<file path="config.mk">
export PLATFORM = sky130hd
export DESIGN_NAME = sn_bin_accum
export DESIGN_NICKNAME = d
export VERILOG_FILES = /design/src/rtl/sn_bin_accum.sv
export SDC_FILE = /design/constraint.sdc
export NUM_CORES = 1
export LEC_CHECK = 0
export BUFFER_PORTS_ARGS = -buffer_cell sky130_fd_sc_hd__buf_2
export CAP_MARGIN = 10
export CORE_MARGIN = 10
export CORE_UTILIZATION = 55
export DETAILED_ROUTE_END_ITERATION = 10
export PLACE_DENSITY = 0.74
export SETUP_SLACK_MARGIN = 0.15
export SLEW_MARGIN = 30
export SYNTH_ARGS = -nofsm -noshare
export SYNTH_HDL_FRONTEND = slang
export SYNTH_SLANG_ARGS = --single-unit
</file>
<file path="constraint.sdc">
create_clock -name clk -period 1.85 [get_ports clk]
set_clock_uncertainty 0.15 [all_clocks]
set_input_delay 0.2775 -clock clk [delete_from_list [all_inputs] [get_ports clk]]
set_output_delay 0.2775 -clock clk [all_outputs]
set_load 0.02 [all_outputs]
</file>
<file path="src/rtl/sn_bin_accum.sv">
// Windowed stochastic-to-binary converter: counts ones over 2^WIN_LOG2 counted bits.
// Define SN_BIN_ACCUM_SAT_EN to saturate a full window of ones to all-ones instead of wrapping.
module sn_bin_accum #(
  parameter int WIN_LOG2 = 8
) (
  input  logic                clk,
  input  logic                rst,
  input  logic                start,
  input  logic                clear,
  input  logic                sn_in,
  input  logic                sn_valid,
  output logic                sn_ready,
  input  logic                gate,
  output logic [WIN_LOG2-1:0] res_data,
  output logic                res_valid,
  input  logic                res_ready,
  output logic                busy
);

  typedef enum logic [1:0] {IDLE, ACCUM, DONE} state_t;

  state_t              state;
  logic [WIN_LOG2-1:0] bit_cnt;
  logic [WIN_LOG2:0]   ones_cnt;
  logic [WIN_LOG2:0]   ones_next;
  logic [WIN_LOG2-1:0] res_next;
  logic                count_en;
  logic                last_bit;

  // NOTE: every always_comb output gets a value on every path, so no latch is inferred.
  always_comb begin
    count_en  = (state == ACCUM) && sn_valid && gate;
    last_bit  = &bit_cnt;
    ones_next = ones_cnt + {{WIN_LOG2{1'b0}}, sn_in};
`ifdef SN_BIN_ACCUM_SAT_EN
    res_next  = ones_next[WIN_LOG2] ? '1 : ones_next[WIN_LOG2-1:0];
`else
    res_next  = ones_next[WIN_LOG2-1:0];
`endif
  end

  // NOTE: sequential state uses non-blocking assignments so all registers update together.
  always_ff @(posedge clk) begin
    if (rst) begin
      state     <= IDLE;
      bit_cnt   <= '0;
      ones_cnt  <= '0;
      res_data  <= '0;
      res_valid <= 1'b0;
      sn_ready  <= 1'b0;
      busy      <= 1'b0;
    end else if (clear && (state != IDLE)) begin
      state     <= IDLE;
      bit_cnt   <= '0;
      ones_cnt  <= '0;
      res_valid <= 1'b0;
      sn_ready  <= 1'b0;
      busy      <= 1'b0;
    end else begin
      unique case (state)
        IDLE: begin
          if (start && !clear) begin
            state    <= ACCUM;
            bit_cnt  <= '0;
            ones_cnt <= '0;
            sn_ready <= 1'b1;
            busy     <= 1'b1;
          end
        end
        ACCUM: begin
          if (count_en) begin
            bit_cnt  <= bit_cnt + 1'b1;
            ones_cnt <= ones_next;
            // Closing the window drops sn_ready in the same cycle res_valid rises.
            if (last_bit) begin
              state     <= DONE;
              res_data  <= res_next;
              res_valid <= 1'b1;
              sn_ready  <= 1'b0;
            end
          end
        end
        DONE: begin
          if (res_ready) begin
            state     <= IDLE;
            res_valid <= 1'b0;
            busy      <= 1'b0;
          end
        end
        default: begin
          state     <= IDLE;
          res_valid <= 1'b0;
          sn_ready  <= 1'b0;
          busy      <= 1'b0;
        end
      endcase
    end
  end

endmodule

</file>
# == After elaboration in Yosys (flattened, before gate mapping) ==
# Index checks and enable logic that the tools add are counted.
# totals
romBits,0
latch_bits,0
ff_bits,30
input_bits,8
mem_bits_rw,0
wordCells,55
mem_count,0
out_inout_bits,11
# op_classes
n_reduce_logical,16
mux,20
eq_ne,6
n_mul,0
addsub,2
shift,0
bitwise,4
order_cmp,0
n_div,0
# op_table
op,n
9-bit 2-to-1 mux,2
9-bit case mux with 2 select lines,1
8-bit 2-to-1 mux,2
8-bit case mux with 2 select lines,1
4-bit AND reduction,3
11-bit AND reduction,1
9-bit by 1-bit adder with 9-bit output,1
1-bit case mux with 3 select lines,3
8-bit by 1-bit adder with 8-bit output (second input constant),1
2-bit 2-to-1 mux,4
2-bit != test (second input constant),4
8-bit AND reduction,1
1-bit 2-to-1 mux,6
2-bit case mux with 3 select lines,1
3-bit AND reduction,2
1-bit logical AND,4
1-bit inverter,4
2-bit nonzero test,2
2-bit by 1-bit == test with 1-bit output (second input constant),1
2-bit == test (second input constant),1
2-bit logical NOT,1
2-bit OR reduction,1
1-bit logical NOT,1

# == Logic depth before layout (Yosys ltp) ==
# depth
word_depth,5
mapped_depth,7
ltp_nobuf,6

# == Worst setup path before layout ==
# Ideal clock, no wire load.
# synth_path
path_kind,register to register
startpoint,register state[0]
endpoint,register res_data[1]
period_less_slack_ns,1.618
setup_ns,0.131
path_stages_with_launch,7
path_slack_ns,0.232
arrival_time_ns,1.338
required_ns,1.569
path_buffers,2
path_cell_list,dfxtp_1 buf_6 o21a_4 nor4_4 buf_6 mux2i_1 nor2_1
# synth_via
elab_chain_len,4
elab_cells_between_ends,7
classes_between,eq/ne: 1; bitwise: 1; reduce/logical: 5
# synth_lines
item,line,rtl
from (decl),22,state_t state;
from (signal assigned),45,state <= IDLE;
from (signal assigned),53,state <= IDLE;
from (signal assigned),63,state <= ACCUM;
2-bit by 1-bit == test with 1-bit output / 2-bit nonzero test (equally long branches),"32, 60, 52",
1-bit logical AND (on tied branches),"32, 52",
1-bit logical AND / 1-bit inverter (equally long branches),--,
11-bit AND reduction (no line) *,--,
to (signal assigned),77,res_data <= res_next;
to (decl),14,"output logic [WIN_LOG2-1:0] res_data,"
# Mark *: on every way between the ends. The rest lies on a longest branch, timed or not.
# A chain may end at the register's enable or synchronous reset.

# == Final worst setup path ==
# layout_path
startpoint,register state[1]
endpoint,register res_data[4]
# Same word-level chain as after synthesis.

==> metrics <==
Max Slew Vio Count=0; Final Hold Viols=0; Reg clk slew, reported paths=~100 ps; CTS tree=done; power consumption=approximately 1100 µW; row count=18; Worst slew margin=78.6%; n_diodes=0; fin nets=roughly 180; Req. time, crit path=1940 ps; average cell area after synthesis=9.65 µm²; crit-path max FO=6; first-pass GRT wire length=4690 µm; Yosys warning count=0; Initial Utilization=about 57%; placed wire-length estimate=between 2000 and 2500 µm; Final period util=approximately nine tenths; CP Capture Type=flip-flop; Mapped Area=approximately 1400 µm²; dominant synthesized flop cell=dfxtp_1; Setup WS pre-CTS=approximately 120 ps; Area Growth Syn to Fin=18.7%; Yosys top cell area share=between 40% and 50%; Max Cap Viol=0; Skew-Pair Late Insertion Delay=about 340 ps; RSZ-0062 raised after global routing=true; final instance area=1660 µm²; slowest stage delay, CP=380 ps; Gate Count Post-Synth=approximately 150; core area=approximately 2500 µm²; TNS Setup=0 ps; cts bufs inserted=5; Hold WC Path Type=primary input to flip-flop; fraction of layout cells with a size suffix above 1=between 30% and 40%; initial DRC count=29; GR Util All Layers=between 10% and 20%; Ports=19; power density over cell area=around 660 nW/µm²; CP Data Arrival Time=about 1800 ps; vias in the first global route=about 1.1k; total leakage power=a little over 0.0007 µW; Die Area=~5000 µm²; TritonRoute pass-1 iters=4; Area contributors post-synth=dfxtp_1, nor2_1, xor2_1; achievable frequency=slightly below 600 MHz; Worst setup SP type=flip-flop; worst path cell trace=o21a_4, nor4_4, buf_4, buf_12, mux2i_2, nor2_1; Async SR Flop Fraction=0%; initial antenna violation count=0; Yosys cell types=36; Synth Register Bits=29; die extent in y=slightly above 70 µm; final setup fails=0; DRC=0; largest net degree at the start of global routing=16; Die W=70.4 µm; Port Buf Inserts=18; Routed WL=2920 µm; family with the most delay on the worst path=flip-flops; Synth area leader=dfxtp_1; Peak supply drop=0.601 mV; outcome=complete, no violations; Vias=1146; CP bufs+invs=2; measured slew at the worst slew-check pin=about 320 ps; global route overflow=0; Final Wtd Congestion=a little under 0.8; hold slack=roughly 90 ps; Setup CP Type=flip-flop to flip-flop; register area share after synthesis=41.5%; EDFF count, synth=0; fin worst setup slack=~170 ps; CTS H-tree depth=2; Placed Area=1510 µm²; Vias/cell=approximately 5.7; antenna-violating nets left=0; Clock Tree Buf Depth=2; clock sinks=29; post-synth net total=roughly 160; slowest CP cell=dfxtp_4; Root Buffer=clkbuf_4; Tmin final=~1700 ps; routed length per instance=around 15 µm
stage by stage:
step,std cells,util [%]
final,201,67.6
after global routing,201,67.6
after CTS,196,63.8
after detailed placement,188,61.4
after global placement,188,61.4
after floorplan,145,-
where the power goes:
group          internal, µW  total (µW)  switching, µW  leakage [µW]
clock                   143         380            237     0.0000310
combinational          27.9        75.5           47.6      0.000444
sequential              628         634           6.20      0.000237
cell type report:
| type | instances | area, µm² |
|---|---|---|
| clock inverters | 3 | 17.5 |
| fillers | 190 | 795 |
| well taps | 30 | 37.5 |
| flip-flops and latches | 29 | 591 |
| clock buffers | 5 | 37.5 |
| multi-input cells | 107 | 779 |
| repair buffers | 27 | 198 |
cells by family after synthesis:
family | after synthesis | synth area share [%]
mux | 7 | 5.19
xor+xnor | 10 | 6.26
buf+inv | 9 | 4.38
flops | 29 | 41.5
compound gates | 26 | 14.4
fa+ha+maj | 3 | 2.68
simple gates | 61 | 25.6
metal layers:
metal	up-vias	track usage (%)	wire length, µm
li1	568	-	-
met1	549	12.1	1310
met2	19	18.8	1380
met3	10	5.37	153
met4	0	5.26	70
met5	-	0	0
sequential cells by signal, indices dropped and copies added, names as in the netlist:
signal     flops
bit_cnt        8
busy           1
ones_cnt       8
res_data       8
res_valid      1
sn_ready       1
state          2
cells in the mapped netlist, types with 2 or more instances:
library cell	n
nand4_1	5
a211oi_2	3
a22oi_1	4
xnor2_1	4
nand3_1	3
xor2_1	6
mux2i_1	5
and4_1	2
clkbuf_1	2
nor2_2	4
and2_1	3
nand2_1	6
a21oi_1	8
nor2_1	24
buf_6	3
nor3_1	2
o211a_1	4
o21ai_0	4
mux2_2	2
buf_2	4
ha_1	3
nand3b_1	2
dfxtp_1	29
worst paths after layout:
path / from / to / slack (ps) / cells after the start
min: rst / res_data[4]$_SDFFE_PP0P_ / 90 / 2
max reg2reg: state[1]$_SDFFE_PP0P_ / res_data[4]$_SDFFE_PP0P_ / 170 / 6
max: state[1]$_SDFFE_PP0P_ / res_data[4]$_SDFFE_PP0P_ / 170 / 6
min reg2reg: res_data[3]$_SDFFE_PP0P_ / res_data[3]$_SDFFE_PP0P_ / 360 / 2
cells in the final DEF (no fill, tap or decap), types with 2 or more instances in the layout:
| cell type | netlist | layout |
|---|---|---|
| nand3_1 | 3 | 3 |
| dfxtp_4 | 0 | 2 |
| nor2_1 | 24 | 24 |
| nand2_1 | 6 | 6 |
| clkbuf_4 | 0 | 5 |
| o21ai_0 | 4 | 4 |
| o211a_1 | 4 | 4 |
| dfxtp_2 | 0 | 2 |
| xor2_1 | 6 | 6 |
| buf_2 | 4 | 18 |
| nor2_2 | 4 | 4 |
| clkinv_2 | 0 | 2 |
| nand3b_1 | 2 | 2 |
| mux2i_1 | 5 | 4 |
| nor3_1 | 2 | 2 |
| a21oi_1 | 8 | 8 |
| ha_1 | 3 | 2 |
| a22oi_1 | 4 | 4 |
| dlymetal6s2s_1 | 0 | 2 |
| nand4_1 | 5 | 5 |
| and4_1 | 2 | 2 |
| dfxtp_1 | 29 | 25 |
| buf_4 | 0 | 5 |
| mux2_2 | 2 | 2 |
| and2_1 | 3 | 3 |
| a211oi_2 | 3 | 3 |
| xnor2_1 | 4 | 4 |
timing repair:
item | CTS | global route
endpoints found under the setup margin | 10 | 7
hold endpoints to repair | 0 | 0
cloned | 0 | 1
pin swaps | 0 | 2
hold buffers | 0 | 0
setup buffers | 0 | 4
gates resized for setup | 2 | 10
No activity file was read; power rests on OpenSTA's default activity.
